**config.mk**
```make
export PLATFORM = sky130hd
export DESIGN_NAME = sqrt_fixup_u32
export DESIGN_NICKNAME = d
export VERILOG_FILES = /design/src/rtl/sqrt_fixup_u32.sv
export SDC_FILE = /design/constraint.sdc
export NUM_CORES = 1
export LEC_CHECK = 0
export CAP_MARGIN = 20
export CORE_MARGIN = 2
export CORE_UTILIZATION = 65
export CTS_BUF_LIST = sky130_fd_sc_hd__clkbuf_8
export CTS_CLUSTER_SIZE = 10
export DETAILED_ROUTE_END_ITERATION = 6
export PLACE_DENSITY_LB_ADDON = 0.05
export RECOVER_POWER = 25
export SYNTH_ARGS = -nofsm -noshare
export SYNTH_HDL_FRONTEND = slang
export SYNTH_SLANG_ARGS = --single-unit
```
**constraint.sdc**
```tcl
create_clock -name clk -period 23.6 [get_ports clk]
set_input_delay 2.36 -clock clk [delete_from_list [all_inputs] [get_ports clk]]
set_output_delay 2.36 -clock clk [all_outputs]
set_load 0.02 [all_outputs]
```
**src/rtl/sqrt_fixup_u32.sv**
```systemverilog
// Refinement stage for the CORDIC square root: pairs each approximate root with its
// radicand and steps it by +/-1 until it equals floor(sqrt(x)), within MAX_ADJ steps.
module sqrt_fixup_u32 #(
    parameter int DEPTH   = 16,
    parameter int MAX_ADJ = 6
) (
    input  logic        clk,
    input  logic        rst_n,
    input  logic        x_vld,
    input  logic [31:0] x,
    input  logic        y_vld,
    input  logic [15:0] y_in,
    output logic        out_vld,
    output logic [15:0] out_y,
    output logic        out_lim,
    output logic [1:0]  err
);
    localparam int AW = $clog2(DEPTH);

    typedef enum logic [1:0] {IDLE, CHECK, OUT} state_t;

    logic [31:0]   fifo_mem [DEPTH];
    logic [AW-1:0] wr_ptr_reg, rd_ptr_reg;
    logic [AW:0]   count_reg;
    logic          fifo_full, fifo_empty;
    logic [31:0]   fifo_head;

    state_t        state_reg, state_next;
    logic [31:0]   wx_reg, pend_x_reg;
    logic [15:0]   wy_reg, pend_y_reg;
    logic [3:0]    adj_reg;
    logic          pend_vld_reg;
    logic [15:0]   out_y_reg;
    logic          out_lim_reg;
    logic [1:0]    err_reg;

    logic          take_direct, take_pend, pop, push, x_drop, y_drop;
    logic [31:0]   sq;
    logic [32:0]   sq1;
    logic          too_big, too_small, at_lim, adjust;

    assign fifo_full  = (count_reg == (AW+1)'(DEPTH));
    assign fifo_empty = (count_reg == '0);
    assign fifo_head  = fifo_mem[rd_ptr_reg];

    // A root goes straight to the work registers whenever the FSM can start on it now;
    // otherwise it waits in the single pending slot.
    assign take_direct = y_vld && !fifo_empty &&
                         (state_reg == IDLE || (state_reg == OUT && !pend_vld_reg));
    assign take_pend   = y_vld && !fifo_empty && !take_direct &&
                         state_reg != IDLE && !pend_vld_reg;
    assign y_drop      = y_vld && !take_direct && !take_pend;
    assign pop         = take_direct || take_pend;
    assign push        = x_vld && (!fifo_full || pop);
    assign x_drop      = x_vld && !push;

    // sq1 is 33 bits so wy=16'hFFFF yields 2^32 and can never request an increment.
    assign sq        = wy_reg * wy_reg;
    assign sq1       = {1'b0, sq} + {16'b0, wy_reg, 1'b0} + 33'd1;
    assign too_big   = sq > wx_reg;
    assign too_small = sq1 <= {1'b0, wx_reg};
    assign at_lim    = (adj_reg == 4'(MAX_ADJ));
    assign adjust    = (too_big || too_small) && !at_lim;

    always_ff @(posedge clk) begin
        if (push) fifo_mem[wr_ptr_reg] <= x;
    end

    always_ff @(posedge clk or negedge rst_n) begin
        if (!rst_n) begin
            wr_ptr_reg <= '0;
            rd_ptr_reg <= '0;
            count_reg  <= '0;
        end else begin
            if (push) wr_ptr_reg <= wr_ptr_reg + 1'b1;
            if (pop)  rd_ptr_reg <= rd_ptr_reg + 1'b1;
            count_reg <= count_reg + (AW+1)'(push) - (AW+1)'(pop);
        end
    end

    always_ff @(posedge clk or negedge rst_n) begin
        if (!rst_n) state_reg <= IDLE;
        else        state_reg <= state_next;
    end

    always_comb begin
        state_next = state_reg;
        case (state_reg)
            IDLE:    if (take_direct) state_next = CHECK;
            CHECK:   if (!adjust) state_next = OUT;
            OUT:     state_next = (pend_vld_reg || take_direct) ? CHECK : IDLE;
            default: state_next = IDLE;
        endcase
    end

    always_comb begin
        out_vld = (state_reg == OUT);
    end

    always_ff @(posedge clk or negedge rst_n) begin
        if (!rst_n) begin
            wx_reg       <= '0;
            wy_reg       <= '0;
            adj_reg      <= '0;
            pend_vld_reg <= 1'b0;
            pend_x_reg   <= '0;
            pend_y_reg   <= '0;
            out_y_reg    <= '0;
            out_lim_reg  <= 1'b0;
            err_reg      <= '0;
        end else begin
            err_reg <= err_reg | {y_drop, x_drop};
            if (take_pend) begin
                pend_vld_reg <= 1'b1;
                pend_x_reg   <= fifo_head;
                pend_y_reg   <= y_in;
            end
            case (state_reg)
                IDLE: begin
                    if (take_direct) begin
                        wx_reg <= fifo_head;
                        wy_reg <= y_in;
                    end
                end
                CHECK: begin
                    if (adjust) begin
                        wy_reg  <= too_big ? wy_reg - 1'b1 : wy_reg + 1'b1;
                        adj_reg <= adj_reg + 1'b1;
                    end else begin
                        out_y_reg   <= wy_reg;
                        out_lim_reg <= too_big || too_small;
                    end
                end
                OUT: begin
                    adj_reg <= '0;
                    if (pend_vld_reg) begin
                        wx_reg       <= pend_x_reg;
                        wy_reg       <= pend_y_reg;
                        pend_vld_reg <= 1'b0;
                    end else if (take_direct) begin
                        wx_reg <= fifo_head;
                        wy_reg <= y_in;
                    end
                end
                default: ;
            endcase
        end
    end

    assign out_y   = out_y_reg;
    assign out_lim = out_lim_reg;
    assign err     = err_reg;
endmodule

```
# Word level (Yosys, flattened, before mapping)
# Memory sizes are Yosys's and may differ from the RTL's.
# Index checks and enable logic that the tools add are counted.
dict set report classes {
  n_addsub 9
  multipliers 1
  n_eq_ne 7
  bitwise_logic 2
  magnitude_cmp 2
  n_reduce_logical 33
  mux 19
}
# operator n
set ops {}
lappend ops {{16-bit 2-to-1 mux} 4}
lappend ops {{32-bit 2-to-1 mux} 2}
lappend ops {{32-bit one-hot mux with 2 select lines} 1}
lappend ops {{16-bit one-hot mux with 3 select lines} 1}
lappend ops {{32-bit by 17-bit adder with 33-bit output} 1}
lappend ops {{33-bit by 1-bit adder with 33-bit output, second input constant} 1}
lappend ops {{33-bit by 32-bit less-or-equal comparator with 1-bit output} 1}
lappend ops {{32-bit > comparator} 1}
lappend ops {{16-bit by 16-bit multiplier with 32-bit output} 1}
lappend ops {{16-bit by 1-bit adder with 16-bit output, second input constant} 1}
lappend ops {{16-bit by 1-bit subtractor with 16-bit output, second input constant} 1}
lappend ops {{4-bit by 1-bit adder with 4-bit output, second input constant} 3}
lappend ops {{1-bit logical AND} 11}
lappend ops {{4-bit one-hot mux with 2 select lines} 1}
lappend ops {{2-bit AND reduction} 4}
lappend ops {{1-bit zero test} 7}
lappend ops {{1-bit 2-to-1 mux} 6}
lappend ops {{2-bit inequality test, second input constant} 3}
lappend ops {{2-bit one-hot mux with 3 select lines} 1}
lappend ops {{2-bit nonzero test} 3}
lappend ops {{5-bit by 1-bit adder with 5-bit output} 1}
lappend ops {{5-bit == test, second input constant} 1}
lappend ops {{5-bit zero test} 1}
lappend ops {{1-bit logical OR} 5}
lappend ops {{10 further kinds} 11}
dict set report word_totals {
  mem_count 1
  wordCells 87
  out_inout_bits 20
  reg_bits 135
  input_bits 52
  ramBits 512
}
# memory words word_bits rd rd_ports_with_merged_regs wr line
set memory_table {}
lappend memory_table {fifo_mem 16 32 1 0 1 22} ;# logic [31:0] fifo_mem [DEPTH];

# Depth between registers and ports, before layout
# Gate-level depths: netlist (run 1).
dict set report depth {
  word_depth 14
  depth_mapped 45
  mapped_depth_nobuf 44
}

# Least setup slack after synthesis (run 1)
# Ideal clock, no wire load.
dict set report synth_timing {
  kind {register to register}
  start {register wy_reg[11]}
  end {register wy_reg[15]}
  arrival_time_ns 10.158
  setup_ns 0.121
  path_stages_with_launch 42
  n_path_buf 2
  period_less_slack_ns 10.279
  slack_ns 13.321
  required_time_ns 23.479
  path_cell_list {dfrtp_1 > clkbuf_1 > buf_1 > nand2_1 > fa_1 > fa_1 > inv_1 > fa_1 > fa_1 > fa_1 > inv_1 > fa_1 > inv_1 > ha_1 > a21o_1 > a21oi_1 > o21ai_0 > nand2_1 > [6 not listed] > nand4_1 > nor4_1 > nor2_1 > o2bb2ai_1 > a21oi_1 > inv_1 > ha_1 > a21o_1 > a21oi_1 > o21bai_1 > o311a_1 > a2111oi_0 > a21oi_1 > a31oi_1 > o21ai_0 > xnor2_1 > o22ai_1 > a22o_1}
}
dict set report synth_between {
  elab_chain_len 8
  word_cells_on_any_way 14
  cone_classes {add/sub: 4; mul: 1; order compare: 2; eq/ne: 1; mux: 3; reduce/logical: 3}
}
# item line
set synth_lines {}
lappend synth_lines {{start, declared} 30} ;# logic [15:0] wy_reg, pend_y_reg;
lappend synth_lines {{start signal, assigned} 122} ;# wy_reg <= y_in;
lappend synth_lines {{start signal, assigned} 127} ;# wy_reg <= too_big ? wy_reg - 1'b1 : wy_reg + 1'b1;
lappend synth_lines {{start signal, assigned} 138} ;# wy_reg <= pend_y_reg;
lappend synth_lines {{16-bit by 16-bit multiplier with 32-bit output} 58} ;# assign sq = wy_reg * wy_reg;
lappend synth_lines {{32-bit by 17-bit adder with 33-bit output} 59} ;# assign sq1 = {1'b0, sq} + {16'b0, wy_reg, 1'b0} + 33'd1;
lappend synth_lines {{33-bit by 1-bit adder with 33-bit output} 59}
lappend synth_lines {{33-bit by 32-bit less-or-equal comparator with 1-bit output} 61} ;# assign too_small = sq1 <= {1'b0, wx_reg};
lappend synth_lines {{1-bit logical OR} 63} ;# assign adjust = (too_big || too_small) && !at_lim;
lappend synth_lines {{1-bit logical AND} 63}
lappend synth_lines {{2-bit inequality test (no source line)} --}
lappend synth_lines {{2-bit AND reduction (no source line)} --}
# Parallel ways exist; a longest one is shown, timed or not. The select of a mux whose other input is x is not followed.
# A chain may end at the register's enable or synchronous reset.

# Worst setup path after layout (run 1)
dict set report layout_timing {
  start {register wy_reg[12]}
  end {register wy_reg[13]}
}
# The elaborated chain is that of the path after synthesis.

==> qor.txt, run 1 <==
R2R setup slack = 11.52 ns
number of global-route vias before repair = 22,300
final worst slack = 11.52 ns
CP top delay family = adder cells
max cap viols = 1
Sink Count = 647
Layout area overhead = 9.33%
number of post-CTS setup repair buffers = 0
Mapped Nets = 2,942
dpl cells = 3,261
initial antenna violation count = 5
post-synthesis cell type count = 99
wire length per cell = 23.8 microns
asr flop ratio synth = 0.209
main combinational cell family by area after synthesis = adder cells
# H-tree levels = 3
final-report setup violation count = 0
Final Critical Period = 12.08 ns
CP max-delay cell = dfrtp_1
syn avg cell area = 14.3 sq um
adder-cell area share of the yosys netlist = 0.163
crit path launch = wy_reg[12]
detailed-route wire length = 81,700 microns
XOR/XNOR share of the synthesized area = 0.0218
# nets final = 3,038
hold buffer count at CTS = 0
HP Start = pend_x_reg[9]
Slew @ Worst Pin = 3.72 ns
Yosys Warn Count = 0
Die Area = 57,400 sq um
Routed Antenna Nets = 0
Detailed Place HPWL = 53,200 microns
Fmax = 82.8 MHz
failing checks = max-capacitance violations, max-slew violations
ratio of cells with drive above 1 in the final layout = 0.162
Worst setup SP type = register
# DRC = 0
mux contribution to synthesized area = 0.132
total number of vias = 21,000
CP Capture Type = register
Post-synth EDFFs = 512
post-synthesis simple-gate area fraction = 0.0589
critical path class = register to register
First-pass DRT Iterations = 7
status = complete, but fails checks
final std cells w/o fill = 3,440
Remaining Overflow, GRT = 0
sequential area share after synthesis = 0.520
I/O pins = 72
die width = 240 microns
period utilisation layout = 0.512
max reg flops = 512
final estimated routing congestion in global placement = 0.925
TritonCTS clock tree = done
largest buffer count on any clock path = 3
Rows = 86
Reg-to-Reg Start = wy_reg[12]
slowest stage delay, CP = 1.03 ns
WP buf/inv = 6
crit path max fanout = 21
Root Driver = clkbuf_8
port buffer count = 71
Starting Density = 0.656
Clock Skew = 0.0429 ns
Syn Std Cell Area = 36,100 sq um
largest net degree at the start of global routing = 92
first-pass GRT wire length = 128,000 microns
Worst-Skew Late Latency = 0.72 ns
setup TNS = 0 ns
Worst EP required = 24.15 ns
post-cts sizing count = 0
RSZ-0062 raised after global routing = false
die height = 240 microns
1st-iter DRT viols = 1,640
core area = 55,000 sq um
Primary FF master, synth = edfxtp_1
All-Layer GR Usage = 0.300
Via-to-Cell Ratio = 6.10
hold crit path type = register to register
CTS Buf Count = 99
Fin. Hold Viols = 0
Arr. time, crit path = 12.63 ns
Synth Area in Compound Gates = 0.0618
Syn Inst Count = 2,518
Relative slew margins = -1.48
Final Max Slew Viols = 69
Seq cells post-synth = 647
clk slew on worst S/H paths = 0.07 ns
post-placement setup slack = 11.60 ns
cell families (layout without fill, tap and decap cells):
| logic type | Yosys count | after routing |
|---|---|---|
| AOI/OAI and AO/OA | 328 | 328 |
| xor gates and xnor gates | 87 | 87 |
| adders and majority gates | 372 | 372 |
| buffers and inverters | 404 | 576 |
| DFF | 647 | 647 |
| muxes | 262 | 262 |
| other | 0 | 2 |
| and+or+nand+nor | 418 | 418 |
synth_stat cells (5+ instances only):
cell type,n,area (sq um)
edfxtp_1,512,15400
inv_1,295,1110
ha_1,211,2640
fa_1,161,3220
nand2_1,161,604
mux4_2,160,3600
dfrtp_1,135,3380
o21ai_0,82,410
a21oi_1,72,360
clkbuf_1,67,251
xnor2_1,66,578
nor2_1,64,240
and2_1,61,382
mux2_2,56,631
a21o_1,39,293
mux2i_1,36,360
nand3_1,25,125
buf_1,24,90.1
nand4_1,20,125
xor2_1,18,158
a22o_1,14,123
and3_1,13,81.3
a22oi_1,12,90.1
nor2b_1,11,68.8
buf_2,10,50.1
mux2_4,10,150
nor3_1,10,50.1
o21a_1,10,75.1
o21ai_1,9,45.0
a211oi_1,7,52.6
a31oi_1,7,43.8
nand2b_1,7,43.8
o211ai_1,7,52.6
o21bai_1,7,52.6
or3_1,7,43.8
and4_1,5,43.8
o31ai_1,5,37.5
final timing paths:
| check | cells past startpoint | to |
|---|---|---|
| max in group asynchronous | 2 | rd_ptr_reg[1] |
| worst max-delay path | 40 | wy_reg[13] |
| worst max register to register | 40 | wy_reg[13] |
| worst min register to register | 2 | wx_reg[9] |
| worst min-delay path | 2 | wx_reg[9] |
| min in group asynchronous | 1 | out_lim |
tightest hold or removal path, delay by kind of cell, from the launching register on:
family,cells,cell delay [ns]
AOI/OAI and AO/OA,1,0.06
DFF,1,0.34
and+or+nand+nor,1,0.04
per-layer routing:
metal / routed length (microns) / GRT usage
met2: 40800 / 0.503
met3: 4640 / 0.0425
met1: 33600 / 0.407
met5: 39 / 0
met4: 2600 / 0.106
cells in the final DEF (no fill, tap or decap), drive strengths merged, types with 7 or more instances in the layout:
master	count
buf	31
and2	63
a22oi	12
o21ai	91
mux4	160
edfxtp	512
o21bai	7
a31oi	9
xor2	20
nand4	22
dfrtp	135
clkdlybuf4s50	50
nor2b	11
a211oi	7
inv	345
or3	7
dlygate4sd3	20
a21oi	76
a21o	40
clkbuf	101
nand2	162
o21a	10
o211ai	8
mux2i	36
and3	15
fa	161
ha	211
a22o	14
nand2b	7
xnor2	67
nor2	64
nand3	26
nor3	12
clkinv	25
mux2	66
layout make-up:
type | instances | area [sq um]
Clock inverter | 77 | 495
Clock buffer | 100 | 1380
Sequential cell | 647 | 18800
Tap cell | 748 | 936
Timing Repair Buffer | 102 | 950
Fill cell | 3578 | 15600
Multi-Input combinational cell | 1467 | 15800
Antenna cell | 2 | 5.00
Inverter | 297 | 1110
stage by stage:
stage          instance area, sq um  utilization  hold slack [ns]
2_1_floorplan                 36100            -            0.444
3_3_place_gp                  37600        0.683            0.440
3_5_place_dp                  37600        0.683            0.457
4_1_cts                       39400        0.717            0.469
5_1_grt                       39400        0.717            0.485
6_report                      39400        0.717            0.458
Power of run 1 is left out: the tool's default activity adds up to more than one toggle a clock period on the data nets, which glitch-free logic cannot reach.
==> run 2: changes to the inputs <==
--- a/config.mk
+++ b/config.mk
@@ -7,7 +7,7 @@
 export LEC_CHECK = 0
 export CAP_MARGIN = 20
 export CORE_MARGIN = 2
-export CORE_UTILIZATION = 65
+export CORE_UTILIZATION = 59
 export CTS_BUF_LIST = sky130_fd_sc_hd__clkbuf_8
 export CTS_CLUSTER_SIZE = 10
 export DETAILED_ROUTE_END_ITERATION = 6
==> constraint.sdc (replaced) <==
create_clock -name clk -period 10.2 [get_ports clk]
set_input_delay 1.02 -clock clk [delete_from_list [all_inputs] [get_ports clk]]
set_output_delay 1.02 -clock clk [all_outputs]
set_load 0.02 [all_outputs]
==> run 2 against run 1 <==
The flow still finishes with violations (max-capacitance violations, max-slew violations). Critical path type unchanged. Routed wire length is 2.3% higher. First-iteration DRC count decreased by 9.6%. Register-to-register slack lost 11 ns. Worst hold slack better by 0.0062 ns. Core utilization down 4.4 points.
==> qor.txt, run 2 (synthesis gave the netlist of run 1 again) <==
status = complete, but fails checks (unchanged)
failing checks = max-capacitance violations, max-slew violations (unchanged)
core area = 60,400 sq um (was 55,000 sq um)
largest buffer count on any clock path = 3 (unchanged)
Final Max Slew Viols = 71 (was 69)
final-report setup violation count = 0 (unchanged)
Clock Skew = 0.0519 ns (was 0.0429 ns)
# DRC = 0 (unchanged)
crit path max fanout = 12 (was 21)
Routed Antenna Nets = 0 (unchanged)
max cap viols = 1 (unchanged)
Final Critical Period = 9.85 ns (was 12.08 ns)
Detailed Place HPWL = 55,200 microns (was 53,200 microns)
CP Capture Type = register (unchanged)
TritonCTS clock tree = done (unchanged)
wire length per cell = 23.3 microns (was 23.8 microns)
initial antenna violation count = 4 (was 5)
First-pass DRT Iterations = 5 (was 7)
critical path class = register to register (unchanged)
die width = 251 microns (was 240 microns)
Fmax = 102 MHz (was 82.8 MHz)
All-Layer GR Usage = 0.276 (was 0.300)
most common cell after layout, fill and taps aside = edfxtp_1 (unchanged)
Arr. time, crit path = 10.45 ns (was 12.63 ns)
Worst EP required = 10.81 ns (was 24.15 ns)
Fin. Hold Viols = 0 (unchanged)
Slew @ Worst Pin = 3.95 ns (was 3.72 ns)
Starting Density = 0.597 (was 0.656)
hold buffer count at CTS = 0 (unchanged)
die height = 251 microns (was 240 microns)
period utilisation layout = 0.965 (was 0.512)
most used cell, CP = fa_1
Root Driver = clkbuf_8 (unchanged)
WP buf/inv = 10 (was 6)
1st-iter DRT viols = 1,482 (was 1,640)
Via-to-Cell Ratio = 5.97 (was 6.10)
number of global-route vias before repair = 23,000 (was 22,300)
Remaining Overflow, GRT = 0 (unchanged)
first-pass GRT wire length = 132,000 microns (was 128,000 microns)
detailed-route wire length = 83,600 microns (was 81,700 microns)
Worst-Skew Late Latency = 0.72 ns (about the same)
max reg flops = 512 (unchanged)
port buffer count = 71 (unchanged)
Sink Count = 647 (unchanged)
commonest non-fill, non-tap cells in the layout = edfxtp_1, inv_1, ha_1 (unchanged)
# nets final = 3,156 (was 3,038)
# fillers = 4,248 (was 3,578)
Rows = 90 (was 86)
hold crit path type = register to register (unchanged)
Final Instance Area = 40,600 sq um (was 39,400 sq um)
total number of vias = 21,500 (was 21,000)
placed inst area = 38,500 sq um (was 37,600 sq um)
Worst setup SP type = register (unchanged)
largest net degree at the start of global routing = 76 (was 92)
clk slew on worst S/H paths = 0.06 ns (was 0.07 ns)
slowest stage delay, CP = 0.55 ns (was 1.03 ns)
Layout area overhead = 12.7% (was 9.33%)
Relative slew margins = -1.64 (was -1.48)
final estimated routing congestion in global placement = 0.948 (was 0.925)
Die Area = 63,100 sq um (was 57,400 sq um)
CTS Buf Count = 101 (was 99)
setup TNS = 0 ns (unchanged)
# H-tree levels = 3 (unchanged)
ratio of cells with drive above 1 in the final layout = 0.217 (was 0.162)
I/O pins = 72 (unchanged)
CP top delay family = adder cells (unchanged)
CP max-delay cell = fa_1 (was dfrtp_1)
## run 2: final cells by class
type	instances	area (sq um)	area share
multi-input cells	1467	16000	0.393
inverters	297	1130	0.0277
flip-flops and latches	647	18800	0.462
diodes	3	7.51	0.000185
repair buffers	218	1890	0.0465
well taps	782	978	0.0241
clock inverters	71	405	0.00997
clock buffers	108	1490	0.0366
## run 2: repair_timing
item,in CTS,in global routing
setup buffers,0,4
hold endpoints to repair,0,0
resized for setup,2,52
endpoints found under the setup margin,2,16
pin swaps,1,10
## run 2: worst paths after layout
path	cells after the start	to	slack, ns	start
setup / recovery	43	wy_reg[15]	0.35	wy_reg[9]
hold / removal	1	err[1]	0.46	err[1]
setup reg to reg	43	wy_reg[15]	0.35	wy_reg[9]
hold reg to reg	1	err[1]	0.46	err[1]
max in group asynchronous	1	rd_ptr_reg[0]	5.80	rst_n
min in group asynchronous	1	count_reg[4]	1.66	rst_n
## run 2: metal layers
metal,vias to the layer above,part of all wire,wire length [microns],GRT usage
li1,9612,-,-,-
met1,11000,0.41,34100,0.362
met2,653,0.51,42700,0.480
met5,-,0.00017,14,0
met3,166,0.051,4260,0.0372
met4,2,0.030,2480,0.0922
## run 2: per-stage QoR
step | utilization | hold slack [ns] | cells | setup WS (ns)
3_5_place_dp | 0.638 | 0.447 | 3407 | -0.0934
3_3_place_gp | 0.638 | 0.442 | 3406 | 0.106
4_1_cts | 0.669 | 0.278 | 3586 | 0.0835
5_1_grt | 0.673 | 0.483 | 3592 | -0.116
6_report | 0.673 | 0.464 | 3593 | 0.352
2_1_floorplan | - | 0.444 | 2518 | 0.0218
Power of run 2 is left out for the same reason.
